## src/rtl/mem_req_arbiter_if.sv

```systemverilog
// Requester (instruction/data OBI ports) and storage-controller signal bundle of mem_req_arbiter.
// The slave modport is the arbiter's view; master is the surrounding system's view.
interface mem_req_arbiter_if #(
   parameter int unsigned MEM_W = 32
);
   logic               hold;
   logic               i_req;
   logic               i_gnt;
   logic [31:0]        i_addr;
   logic               i_rvalid;
   logic [31:0]        i_rdata;
   logic               d_req;
   logic               d_gnt;
   logic               d_we;
   logic [MEM_W/8-1:0] d_be;
   logic [31:0]        d_addr;
   logic [31:0]        d_wdata;
   logic               d_rvalid;
   logic [31:0]        d_rdata;
   logic               err;
   logic               memory_access;
   logic               memory_is_writing;
   logic [31:0]        addr;
   logic [31:0]        d_in;
   logic [MEM_W/8-1:0] mem_be;
   logic               external_storage_access;
   logic [31:0]        d_out;
   logic               out_valid;

   modport slave (
      input  hold, i_req, i_addr, d_req, d_we, d_be, d_addr, d_wdata, d_out, out_valid,
      output i_gnt, i_rvalid, i_rdata, d_gnt, d_rvalid, d_rdata, err,
             memory_access, memory_is_writing, addr, d_in, mem_be, external_storage_access
   );

   modport master (
      output hold, i_req, i_addr, d_req, d_we, d_be, d_addr, d_wdata, d_out, out_valid,
      input  i_gnt, i_rvalid, i_rdata, d_gnt, d_rvalid, d_rdata, err,
             memory_access, memory_is_writing, addr, d_in, mem_be, external_storage_access
   );
endinterface

```

## src/rtl/mem_req_arbiter.sv

```systemverilog
// Arbitrates instruction-fetch and data OBI ports onto one memory_access channel (IDLE->ISSUE->GAP).
// Optional ISSUE-state timeout is enabled by defining MEM_ARB_TIMEOUT_EN.
module mem_req_arbiter #(
   parameter int unsigned MEM_W          = 32,
   parameter logic [31:0] EXT_BASE       = 32'h0000_2000,
   parameter int unsigned TIMEOUT_CYCLES = 1024
) (
   input logic              clk,
   input logic              rst,
   mem_req_arbiter_if.slave bus
);

   typedef enum logic [1:0] {IDLE, ISSUE, GAP} state_t;

   state_t             state_q;
   logic               lastData_q;
   logic               ownerData_q;
   logic               memAccess_q;
   logic               writing_q;
   logic               ext_q;
   logic [31:0]        addr_q;
   logic [31:0]        wdata_q;
   logic [MEM_W/8-1:0] be_q;
   logic               iRvalid_q;
   logic               dRvalid_q;
   logic               err_q;
   logic [31:0]        iRdata_q;
   logic [31:0]        dRdata_q;

   logic               canGrant;
   logic               grantData;
   logic               grantInstr;
   logic [31:0]        reqAddr;
   logic               finish;
   logic               finishErr;
   logic [31:0]        finishData;

`ifdef MEM_ARB_TIMEOUT_EN
   localparam int unsigned         TimerW    = $clog2(TIMEOUT_CYCLES);
   localparam logic [TimerW-1:0]   TimerLast = TimerW'(TIMEOUT_CYCLES - 1);
   logic [TimerW-1:0]              timer_q;
`endif

   // On a tie the port that did not win last time gets the grant.
   assign canGrant   = rst && (state_q == IDLE) && !bus.hold;
   assign grantData  = canGrant && bus.d_req && (!bus.i_req || !lastData_q);
   assign grantInstr = canGrant && bus.i_req && !grantData;
   assign reqAddr    = grantData ? bus.d_addr : bus.i_addr;

   always_comb begin
      finish     = 1'b0;
      finishErr  = 1'b0;
      finishData = bus.d_out;
      if (state_q == ISSUE) begin
         if (bus.out_valid) begin
            finish = 1'b1;
`ifdef MEM_ARB_TIMEOUT_EN
         end else if (timer_q == TimerLast) begin
            finish     = 1'b1;
            finishErr  = 1'b1;
            finishData = 32'hDEAD_BEEF;
`endif
         end
      end
   end

   always_ff @(posedge clk) begin
      if (!rst) begin
         state_q     <= IDLE;
         lastData_q  <= 1'b0;
         ownerData_q <= 1'b0;
         memAccess_q <= 1'b0;
         writing_q   <= 1'b0;
         ext_q       <= 1'b0;
         addr_q      <= '0;
         wdata_q     <= '0;
         be_q        <= '0;
         iRvalid_q   <= 1'b0;
         dRvalid_q   <= 1'b0;
         err_q       <= 1'b0;
         iRdata_q    <= '0;
         dRdata_q    <= '0;
`ifdef MEM_ARB_TIMEOUT_EN
         timer_q     <= '0;
`endif
      end else begin
         iRvalid_q <= 1'b0;
         dRvalid_q <= 1'b0;
         err_q     <= 1'b0;
         unique case (state_q)
            IDLE: begin
               if (grantData || grantInstr) begin
                  lastData_q  <= grantData;
                  ownerData_q <= grantData;
                  memAccess_q <= 1'b1;
                  writing_q   <= grantData && bus.d_we;
                  ext_q       <= reqAddr >= EXT_BASE;
                  addr_q      <= {2'b00, reqAddr[31:2]};
                  wdata_q     <= grantData ? bus.d_wdata : '0;
                  be_q        <= grantData ? bus.d_be : '1;
`ifdef MEM_ARB_TIMEOUT_EN
                  timer_q     <= '0;
`endif
                  state_q     <= ISSUE;
               end
            end
            ISSUE: begin
               if (finish) begin
                  // Downstream fields are released together with memory_access.
                  memAccess_q <= 1'b0;
                  writing_q   <= 1'b0;
                  ext_q       <= 1'b0;
                  addr_q      <= '0;
                  wdata_q     <= '0;
                  be_q        <= '0;
                  err_q       <= finishErr;
                  if (ownerData_q) begin
                     dRvalid_q <= 1'b1;
                     dRdata_q  <= (writing_q && !finishErr) ? 32'h0 : finishData;
                  end else begin
                     iRvalid_q <= 1'b1;
                     iRdata_q  <= finishData;
                  end
                  state_q <= GAP;
               end
`ifdef MEM_ARB_TIMEOUT_EN
               else begin
                  timer_q <= timer_q + 1'b1;
               end
`endif
            end
            GAP: begin
               state_q <= IDLE;
            end
            default: begin
               state_q <= IDLE;
            end
         endcase
      end
   end

   assign bus.i_gnt                   = grantInstr;
   assign bus.d_gnt                   = grantData;
   assign bus.i_rvalid                = iRvalid_q;
   assign bus.i_rdata                 = iRdata_q;
   assign bus.d_rvalid                = dRvalid_q;
   assign bus.d_rdata                 = dRdata_q;
   assign bus.err                     = err_q;
   assign bus.memory_access           = memAccess_q;
   assign bus.memory_is_writing       = writing_q;
   assign bus.addr                    = addr_q;
   assign bus.d_in                    = wdata_q;
   assign bus.mem_be                  = be_q;
   assign bus.external_storage_access = ext_q;

endmodule
```

## src/flat_wrapper.sv

```systemverilog
// flat-port wrapper written by rule: the top's interface ports become plain ports
module mem_req_arbiter_flat 
#(
   parameter int unsigned MEM_W          = 32,
   parameter logic [31:0] EXT_BASE       = 32'h0000_2000,
   parameter int unsigned TIMEOUT_CYCLES = 1024
)
  (clk, rst, bus_hold, bus_i_req, bus_i_addr, bus_d_req, bus_d_we, bus_d_be, bus_d_addr, bus_d_wdata, bus_d_out, bus_out_valid, bus_i_gnt, bus_i_rvalid, bus_i_rdata, bus_d_gnt, bus_d_rvalid, bus_d_rdata, bus_err, bus_memory_access, bus_memory_is_writing, bus_addr, bus_d_in, bus_mem_be, bus_external_storage_access);
  mem_req_arbiter_if #(.MEM_W(MEM_W)) bus_i ();
  input logic clk;
  input logic rst;
  input wire logic [$bits(bus_i.hold)-1:0] bus_hold;
  input wire logic [$bits(bus_i.i_req)-1:0] bus_i_req;
  input wire logic [$bits(bus_i.i_addr)-1:0] bus_i_addr;
  input wire logic [$bits(bus_i.d_req)-1:0] bus_d_req;
  input wire logic [$bits(bus_i.d_we)-1:0] bus_d_we;
  input wire logic [$bits(bus_i.d_be)-1:0] bus_d_be;
  input wire logic [$bits(bus_i.d_addr)-1:0] bus_d_addr;
  input wire logic [$bits(bus_i.d_wdata)-1:0] bus_d_wdata;
  input wire logic [$bits(bus_i.d_out)-1:0] bus_d_out;
  input wire logic [$bits(bus_i.out_valid)-1:0] bus_out_valid;
  output wire logic [$bits(bus_i.i_gnt)-1:0] bus_i_gnt;
  output wire logic [$bits(bus_i.i_rvalid)-1:0] bus_i_rvalid;
  output wire logic [$bits(bus_i.i_rdata)-1:0] bus_i_rdata;
  output wire logic [$bits(bus_i.d_gnt)-1:0] bus_d_gnt;
  output wire logic [$bits(bus_i.d_rvalid)-1:0] bus_d_rvalid;
  output wire logic [$bits(bus_i.d_rdata)-1:0] bus_d_rdata;
  output wire logic [$bits(bus_i.err)-1:0] bus_err;
  output wire logic [$bits(bus_i.memory_access)-1:0] bus_memory_access;
  output wire logic [$bits(bus_i.memory_is_writing)-1:0] bus_memory_is_writing;
  output wire logic [$bits(bus_i.addr)-1:0] bus_addr;
  output wire logic [$bits(bus_i.d_in)-1:0] bus_d_in;
  output wire logic [$bits(bus_i.mem_be)-1:0] bus_mem_be;
  output wire logic [$bits(bus_i.external_storage_access)-1:0] bus_external_storage_access;
  assign bus_i.hold = bus_hold;
  assign bus_i.i_req = bus_i_req;
  assign bus_i.i_addr = bus_i_addr;
  assign bus_i.d_req = bus_d_req;
  assign bus_i.d_we = bus_d_we;
  assign bus_i.d_be = bus_d_be;
  assign bus_i.d_addr = bus_d_addr;
  assign bus_i.d_wdata = bus_d_wdata;
  assign bus_i.d_out = bus_d_out;
  assign bus_i.out_valid = bus_out_valid;
  assign bus_i_gnt = bus_i.i_gnt;
  assign bus_i_rvalid = bus_i.i_rvalid;
  assign bus_i_rdata = bus_i.i_rdata;
  assign bus_d_gnt = bus_i.d_gnt;
  assign bus_d_rvalid = bus_i.d_rvalid;
  assign bus_d_rdata = bus_i.d_rdata;
  assign bus_err = bus_i.err;
  assign bus_memory_access = bus_i.memory_access;
  assign bus_memory_is_writing = bus_i.memory_is_writing;
  assign bus_addr = bus_i.addr;
  assign bus_d_in = bus_i.d_in;
  assign bus_mem_be = bus_i.mem_be;
  assign bus_external_storage_access = bus_i.external_storage_access;
  mem_req_arbiter #(.MEM_W(MEM_W), .EXT_BASE(EXT_BASE), .TIMEOUT_CYCLES(TIMEOUT_CYCLES)) u_core (.clk(clk), .rst(rst), .bus(bus_i));
endmodule
```

## config.mk

```make
export PLATFORM = sky130hd
export DESIGN_NAME = mem_req_arbiter_flat
export DESIGN_NICKNAME = d
export VERILOG_FILES = /design/src/rtl/mem_req_arbiter_if.sv /design/src/rtl/mem_req_arbiter.sv /design/src/flat_wrapper.sv
export SDC_FILE = /design/constraint.sdc
export NUM_CORES = 1
export LEC_CHECK = 0
export ABC_CLOCK_PERIOD_IN_PS = 2000
export BUFFER_PORTS_ARGS = -buffer_cell sky130_fd_sc_hd__buf_2
export CORE_MARGIN = 1
export CORE_UTILIZATION = 30
export DETAILED_ROUTE_END_ITERATION = 7
export GPL_ROUTABILITY_DRIVEN = 0
export HOLD_SLACK_MARGIN = 0.05
export PLACE_DENSITY = 0.6
export SLEW_MARGIN = 20
export SYNTH_ARGS = -nofsm -noshare
export SYNTH_HDL_FRONTEND = slang
export SYNTH_SLANG_ARGS = --single-unit
```

## constraint.sdc

```tcl
create_clock -name clk -period 2 [get_ports clk]
set_clock_uncertainty 0.2 [all_clocks]
set_input_delay 0.4 -clock clk [delete_from_list [all_inputs] [get_ports clk]]
set_output_delay 0.4 -clock clk [all_outputs]
set_load 0.02 [all_outputs]
```

# Yosys cells after proc, flatten, opt, wreduce, memory -nomap -nowiden
# Index checks and enable logic that the tools add are counted.
# W data, S select, Z words.
[op_classes]
order_cmp = 1
eq_ne = 3
muxes = 26
n_bitwise = 1
n_reduce_logical = 21
[op_table]
columns = ["operator", "n"]
rows = [
  ["$mux W32", 6],
  ["$pmux W32 S2", 2],
  ["$ge A32 B14 Y1 const B", 1],
  ["$mux W4", 3],
  ["$reduce_and A3 Y1", 4],
  ["$mux W1", 8],
  ["$pmux W4 S2", 1],
  ["$logic_and A1 B1 Y1", 7],
  ["$pmux W1 S2", 3],
  ["$logic_not A1 Y1", 4],
  ["$mux W2", 2],
  ["$pmux W2 S2", 1],
  ["$reduce_and A2 Y1", 2],
  ["$eq A2 B1 Y1 const B", 1],
  ["$logic_not A2 Y1", 1],
  ["$logic_or A1 B1 Y1", 2],
  ["$ne A2 B1 Y1 const B", 1],
  ["$ne A2 B2 Y1 const B", 1],
  ["$reduce_bool A2 Y1", 1],
  ["$not A1 Y1", 1],
]
[totals]
regBits = 140
in_bits = 139
output_inout_bits = 140
elab_cells = 64

# Depth between registers and ports, before layout
# Gate-level depths: netlist (run 1).
[logic_depth]
word_depth = 10
mapped_depth = 7
depth_no_buf = 5

# Worst setup path before layout (run 1)
# OpenSTA, ideal clock, no wires.
[synth_timing]
path_type = "input port to output port"
start = "in bus_hold"
end = "out bus_d_gnt"
arrival_time_ns = 1.398
required_time_ns = 1.400
setup_slack_ns = 0.002
path_stages = 5
n_path_buf = 2
path_cell_list = "nor4b_4 nand3_4 inv_2 buf_4 buf_2"
[synth_between]
elab_chain_len = 4
[synth_lines]
columns = ["item", "line_no", "source"]
rows = [
  ["start, declared", "flat_wrapper.sv:12", "input wire logic [$bits(bus_i.hold)-1:0] bus_hold;"],
  ["$logic_not A1 Y1", "mem_req_arbiter.sv:45", "assign canGrant = rst && (state_q == IDLE) && !bus.hold;"],
  ["$logic_and A1 B1 Y1", "mem_req_arbiter.sv:45", ""],
  ["$logic_and A1 B1 Y1 (2 in a row)", "mem_req_arbiter.sv:46", "assign grantData = canGrant && bus.d_req && (!bus.i_req || !lastData_q);"],
  ["end, declared", "flat_wrapper.sv:25", "output wire logic [$bits(bus_i.d_gnt)-1:0] bus_d_gnt;"],
]
# No other way between the ends.

# Final worst setup path (run 1)
[layout_timing]
start = "reg u_core.state_q[0]"
end = "out bus_i_gnt"
[layout_between]
elab_chain_len = 7
elab_cells_between_ends = 8
classes_between = "reduce/logical (8)"
[layout_lines]
columns = ["item", "line_no", "source"]
rows = [
  ["start, declared", "mem_req_arbiter.sv:15", "state_t state_q;"],
  ["start signal, assigned", "mem_req_arbiter.sv:69", "state_q <= IDLE;"],
  ["start signal, assigned", "mem_req_arbiter.sv:104", "state_q <= ISSUE;"],
  ["start signal, assigned", "mem_req_arbiter.sv:124", "state_q <= GAP;"],
  ["$logic_not A2 Y1 (*)", "mem_req_arbiter.sv:45", ""],
  ["$logic_and A1 B1 Y1 (*) (2 in a row)", "mem_req_arbiter.sv:45", ""],
  ["$logic_and A1 B1 Y1 (2 in a row)", "mem_req_arbiter.sv:46", ""],
  ["$logic_not A1 Y1", "mem_req_arbiter.sv:47", "assign grantInstr = canGrant && bus.i_req && !grantData;"],
  ["$logic_and A1 B1 Y1 (*)", "mem_req_arbiter.sv:47", ""],
  ["end, declared", "flat_wrapper.sv:22", "output wire logic [$bits(bus_i.i_gnt)-1:0] bus_i_gnt;"],
]
# Every way passes the cells marked *; elsewhere a longest branch is shown, timed or not.

==> results of run 1 <==
## sequential cells by signal, summed over array words and instances (netlist names)
signal	flops
u_core.bus.i_rdata	32
u_core.bus.memory_access	1
u_core.bus.external_storage_access	1
u_core.bus.memory_is_writing	1
u_core.bus.mem_be	4
u_core.bus.d_in	32
u_core.bus.addr	30
u_core.lastData_q	1
u_core.state_q	2
u_core.bus.d_rvalid	1
u_core.bus.d_rdata	32
u_core.bus.i_rvalid	1
## synth_stat cells
| cell | instances |
|---|---|
| sky130_fd_sc_hd__buf_2 | 8 |
| sky130_fd_sc_hd__buf_6 | 4 |
| sky130_fd_sc_hd__nand3_4 | 1 |
| sky130_fd_sc_hd__nor4_1 | 11 |
| sky130_fd_sc_hd__inv_1 | 2 |
| sky130_fd_sc_hd__or3b_2 | 1 |
| sky130_fd_sc_hd__nand2_1 | 168 |
| sky130_fd_sc_hd__a311oi_1 | 15 |
| sky130_fd_sc_hd__nand3_1 | 2 |
| sky130_fd_sc_hd__and2_1 | 1 |
| sky130_fd_sc_hd__dfxtp_1 | 138 |
| sky130_fd_sc_hd__a311oi_2 | 16 |
| sky130_fd_sc_hd__a21oi_2 | 1 |
| sky130_fd_sc_hd__a21oi_1 | 103 |
| sky130_fd_sc_hd__buf_4 | 5 |
| sky130_fd_sc_hd__o21ai_0 | 4 |
| sky130_fd_sc_hd__nor3_1 | 2 |
| sky130_fd_sc_hd__clkbuf_1 | 39 |
| sky130_fd_sc_hd__inv_2 | 1 |
| sky130_fd_sc_hd__nor4b_4 | 1 |
| sky130_fd_sc_hd__conb_1 | 1 |
| sky130_fd_sc_hd__nand3b_1 | 33 |
| sky130_fd_sc_hd__a22oi_1 | 33 |
| sky130_fd_sc_hd__nor2_1 | 38 |
| sky130_fd_sc_hd__or2_2 | 1 |
| sky130_fd_sc_hd__and3b_1 | 1 |
## cell families (layout without fill, tap and decap cells)
group | Yosys count | in the layout
flip-flops | 138 | 138
other | 1 | 3
buffers and inverters | 59 | 419
AND/OR/NAND/NOR | 260 | 260
AO/OA/AOI/OAI | 172 | 172
## what timing repair did
action / in CTS / in global routing
gates cloned: 0 / 3
pin swaps: 3 / 3
hold buffers: 79 / 0
gates resized for setup: 11 / 8
endpoints found under the hold margin: 81 / 0
endpoints found under the setup margin: 2 / 10
buffers inserted: 3 / 2
## per-stage QoR
step	utilization	setup WS, ps	setup TNS (ps)
CTS	0.488	-132	-240
detailed placement	0.407	-32.5	-117
floorplan	-	2.08	0
global placement	0.407	-5.44	-5.44
global route	0.495	-146	-316
finish	0.495	-95.2	-175
## routing by layer
metal / track usage / up-vias
met1: 0.229 / 2648
met3: 0.0623 / 16
met5: 0 / -
met4: 0.0617 / 0
met2: 0.321 / 224
li1: - / 2885
## where the power goes
group | switching [mW] | total (mW) | internal, mW
sequential | 0.0480 | 2.89 | 2.84
clock | 1.25 | 3.00 | 1.76
combinational | 0.501 | 0.940 | 0.439
## worst min-delay path by stage
stage                           startpoint                endpoint  slack (ps)  cells past startpoint
finish                      bus_i_addr[17]     u_core.bus.addr[15]          70                      3
global route                bus_i_addr[17]     u_core.bus.addr[15]          60                      3
CTS                         bus_d_addr[23]     u_core.bus.addr[21]          50                      3
detailed placement  u_core.bus.d_rdata[30]  u_core.bus.d_rdata[30]         240                      2
global placement      u_core.bus.mem_be[3]    u_core.bus.mem_be[3]         240                      2
floorplan                u_core.lastData_q       u_core.lastData_q         310                      1
## final cells by class
class                      count  area [sq um]
clock buffer                  20           447
clock inverter                12           116
sequential                   138          2770
inverter                       3          21.3
fill                        1673          8790
tap                          225           282
multi-input combinational    435          2380
timing repair buffer         384          2610
## worst max-delay path, cell delays in order (launching register included)
cell	delay [ps]
sky130_fd_sc_hd__dfxtp_2	330
sky130_fd_sc_hd__nor4b_4	260
sky130_fd_sc_hd__buf_4	180
sky130_fd_sc_hd__nand2_2	50
sky130_fd_sc_hd__a21oi_2	120
sky130_fd_sc_hd__buf_6	140
==> impl_metrics.toml, run 1 <==
[worst_setup_path]
rr_endpoint = "u_core.bus.external_storage_access"
timing.critical_path.from_type = "flop"
cp.required_ps = 1400
r2r.worst_path.cells = 7
arrival_ps = 1500
worst_setup_path_end_kind = "primary output"
regToRegSetupSlack_ps = 10
regToRegStartpoint = "u_core.state_q[0]"
critPathMaxFanout = 3
path_class = "flop to primary output"
worst_setup_path_endpoint = "bus_i_gnt"
worst_setup_path_startpoint = "u_core.state_q[0]"

[synthesis]
postSynthAreaPerCell_sq_um = 8.56
synth-seq-area-share = 0.512
synth-seq-cells = 138
netlist.area_leader.share = 0.512
ys.warnings.count = 0
synth_xor_xnor_area_share = 0
compound_gate_fraction_of_synth_area = 0.216
yosys.cell_types.count = 26
synth.area.mux_share = 0
yosys.area_share.simple = 0.219
synth_top_cells_by_area = "sky130_fd_sc_hd__dfxtp_1, sky130_fd_sc_hd__nand2_1, sky130_fd_sc_hd__a21oi_1"
netlist.top_cell.by_area = "sky130_fd_sc_hd__dfxtp_1"
combinational_family_with_the_most_area_after_synthesis = "simple AND/OR/NAND/NOR gates"
synth_area_sq_um = 5390
synthCells = 630
post_synth_fa_ha_maj_area_fraction = 0

[place]
dp.cells = 1098
placed_standard_cell_area_sq_um = 7100
place.detailed.hpwl_microns = 11700
placement.io_buffers = 271

[layout]
mostFrequentLayoutCell = "sky130_fd_sc_hd__buf_2"
highest_count_cells_in_the_layout_ignoring_fill_and_taps = "sky130_fd_sc_hd__buf_2, sky130_fd_sc_hd__nand2_1, sky130_fd_sc_hd__dfxtp_1"
layout.nets = 1118
area_growth_syn_to_layout_pct = 59.9
drive_gt1_frac = 0.370
finalInstanceArea_sq_um = 8620
stdcell_count = 1217
n_antenna_cell = 0

[timing]
setup_viol_count_final = 2
min_period_ps = 2100
fin_crit_sh = 1.05
hold_viol_final = 0
final.setup.worst_slack_ps = -95.2
timing.fmax_ghz = 0.477
report.final.slew_viol_count = 0
final.hold.worst_slack_ps = 66.3
rsz0062_at_grt = "true"

[routing]
postRouteAntennaNets = 0
route.vias.total = 5773
met1Wirelength_microns = 7900
topRoutingLayerUsed = "met4"
vias_per_cell = 4.74
drt-initial-drc-count = 195
dr_wl_met2_microns = 8890
routed_wl_microns = 18400
router_iterations_before_antenna_repair = 6
detail_route.drc_violations = 0
routed_length_on_met3_microns = 1410
wl_per_cell_microns = 15.1

[outcome]
failed_checks = "setup timing"
outcome = "finished with violations"

[clock_network]
worstSkewPairLatency_ps = 410
clkSlewWorstSetupHoldPaths_ps = 60
cts_root_buf = "sky130_fd_sc_hd__clkbuf_16"
clock_tree.buffer_depth = 2
numCtsBuffers = 17
numClockSinks = 138
htree_levels = 4
cts_tree = "done"

[grt]
gr-usage-all-layers = 0.191
global_route_wire_length_before_repair_microns = 27700
grt_pass1_vias = 5404
antenna_found_initial = 0
maximum_number_of_pins_on_one_net_before_global_route_repair = 91
grt_remaining_overflow = 0

[floorplanning]
initial_core_util = 0.310
design.die.area_sq_um = 18500
core-area_sq_um = 17400
chipHeight_microns = 136
die_width_microns = 136
placement_row_count = 48
boundaryPins = 279

[job]
maxCapViolations = 0

[pwr]
p_leak_nw = 3.77
report.power.total_mw = 6.83
pwr_density_cell_nw_per_um2 = 792
power.ir.vdd_worst_mv = 0.564

[min_path]
hold_path_class = "input pin to flop"
Power figures use the tool's default switching activity.
==> run 2: changes to the inputs <==
- CORE_UTILIZATION: 30 -> 45
- PLACE_DENSITY: 0.6 -> 0.83
- REMOVE_ABC_BUFFERS: unset -> 1
==> run 2 against run 1 <==
  * The flow finishes with violations (DRC, setup timing)
  * Flip-flop and latch count stayed put
  * First-iteration DRC count grew to 3.9 times the previous value
  * Sequential share of layout area is 0.74 points higher
  * Utilization is 23 points higher
  * Clock-buffer cell count is 3 higher
  * Critical path depth stayed put
  * Worst setup slack hardly changed
  * Global-route usage is 11 points higher
  * Routed wire length is 1.7% higher
  * Register-to-register slack better by 40 ps
  * Via count is 7.2% higher
  * Largest cell class unchanged
  * Largest power group unchanged
==> impl_metrics.toml, run 2 (synthesis results as in run 1) <==
[floorplanning]
chipHeight_microns = 111
core-area_sq_um = 11600
initial_core_util = 0.466
design.die.area_sq_um = 12400
die_width_microns = 111
boundaryPins = 279
placement_row_count = 39

[worst_setup_path]
cp.required_ps = 1400
path_class = "flop to primary output"
timing.critical_path.from_type = "flop"
worst_setup_path_end_kind = "primary output"
arrival_ps = 1490
critPathMaxFanout = 2

[routing]
detail_route.drc_violations = 20
drt-initial-drc-count = 761
routed_wl_microns = 18700
wl_per_cell_microns = 16.7
route.vias.total = 6186
postRouteAntennaNets = 0
router_iterations_before_antenna_repair = 8
vias_per_cell = 5.50

[timing]
fin_crit_sh = 1.05
hold_viol_final = 0
setup_viol_count_final = 2
timing.fmax_ghz = 0.477
rsz0062_at_grt = "true"
final.setup.worst_slack_ps = -95.0
tns_ps = -170
final.hold.worst_slack_ps = 60.5
report.final.slew_viol_count = 0
min_period_ps = 2090

[layout]
utilization = 0.729
highest_count_cells_in_the_layout_ignoring_fill_and_taps = "sky130_fd_sc_hd__buf_2, sky130_fd_sc_hd__nand2_1, sky130_fd_sc_hd__dfxtp_1"
area_growth_syn_to_layout_pct = 56.3
layout.nets = 1105
drive_gt1_frac = 0.378
mostFrequentLayoutCell = "sky130_fd_sc_hd__buf_2"
stdcell_count = 1124

[clock_network]
numCtsBuffers = 17
htree_levels = 4
worstSkewPairLatency_ps = 410
numClockSinks = 138
cts_root_buf = "sky130_fd_sc_hd__clkbuf_16"
clkSlewWorstSetupHoldPaths_ps = 60
cts_tree = "done"
clock_tree.buffer_depth = 2

[grt]
grt_pass1_vias = 6082
grt_remaining_overflow = 0
maximum_number_of_pins_on_one_net_before_global_route_repair = 80
gr-usage-all-layers = 0.298
global_route_wire_length_before_repair_microns = 29400
antenna_found_initial = 2

[outcome]
failed_checks = "DRC, setup timing"
outcome = "finished with violations"

[min_path]
hold_path_class = "input pin to flop"

[pwr]
pwr_density_cell_nw_per_um2 = 846
power.ir.vdd_worst_mv = 0.533
p_leak_nw = 3.76

[place]
dp.cells = 1019
placement.io_buffers = 271
place.detailed.hpwl_microns = 10800
pre_cts_slack_ps = -80.5

[job]
maxCapViolations = 0
-- run 2: metal layers --
metal / GRT usage / part of all wire / up-vias
met5: 0 / 0 / -
met2: 0.531 / 0.51 / 370
li1: - / - / 2862
met3: 0.0904 / 0.090 / 62
met4: 0.176 / 0.039 / 0
met1: 0.309 / 0.36 / 2892
-- run 2: path summary, 6_finish.rpt --
path / cells past startpoint / start / slack, ps / end
min reg2reg: 2 / u_core.bus.mem_be[0] / 240 / u_core.bus.mem_be[0]
max reg2reg: 8 / u_core.state_q[0] / 50 / u_core.bus.addr[8]
min: 3 / bus_d_wdata[16] / 60 / u_core.bus.d_in[16]
max: 5 / u_core.state_q[0] / -90 / bus_i_gnt
-- run 2: report_power, final --
group | internal, mW | leakage (nW) | switching (mW)
Combinational | 0.416 | 2.32 | 0.501
Clock | 2.17 | 0.316 | 1.16
Sequential | 2.84 | 1.12 | 0.0480
-- run 2: per-stage QoR --
step / area, sq um / total power [mW]
final: 8430 / 7.13
after global routing: 8430 / 7.35
after CTS: 8370 / 7.13
after detailed placement: 7030 / 3.71
after global placement: 7030 / 3.70
after floorplan: 5130 / 3.33
-- run 2: worst max-delay path, cell delays in order, from the launching register on --
cell,delay (ps)
sky130_fd_sc_hd__dfxtp_2,330
sky130_fd_sc_hd__nor4b_4,290
sky130_fd_sc_hd__buf_4,170
sky130_fd_sc_hd__nand2_2,50
sky130_fd_sc_hd__a21oi_2,120
sky130_fd_sc_hd__buf_6,140
-- run 2: area by class of cell --
cell class,count,area [sq um]
sequential,138,2770
clock inverter,9,134
timing repair buffer,371,2440
inverter,3,18.8
antenna,2,5.00
fill,825,3140
tap,143,179
multi-input combinational,435,2380
clock buffer,23,508
-- run 2: repair_timing --
| item | in CTS | in global routing |
|---|---|---|
| hold buffers | 64 | 0 |
| setup endpoints to repair | 2 | 21 |
| hold endpoints to repair | 64 | 0 |
| cloned | 0 | 1 |
| resized for setup | 9 | 6 |
| pin swaps | 2 | 0 |
| buffers inserted | 4 | 2 |
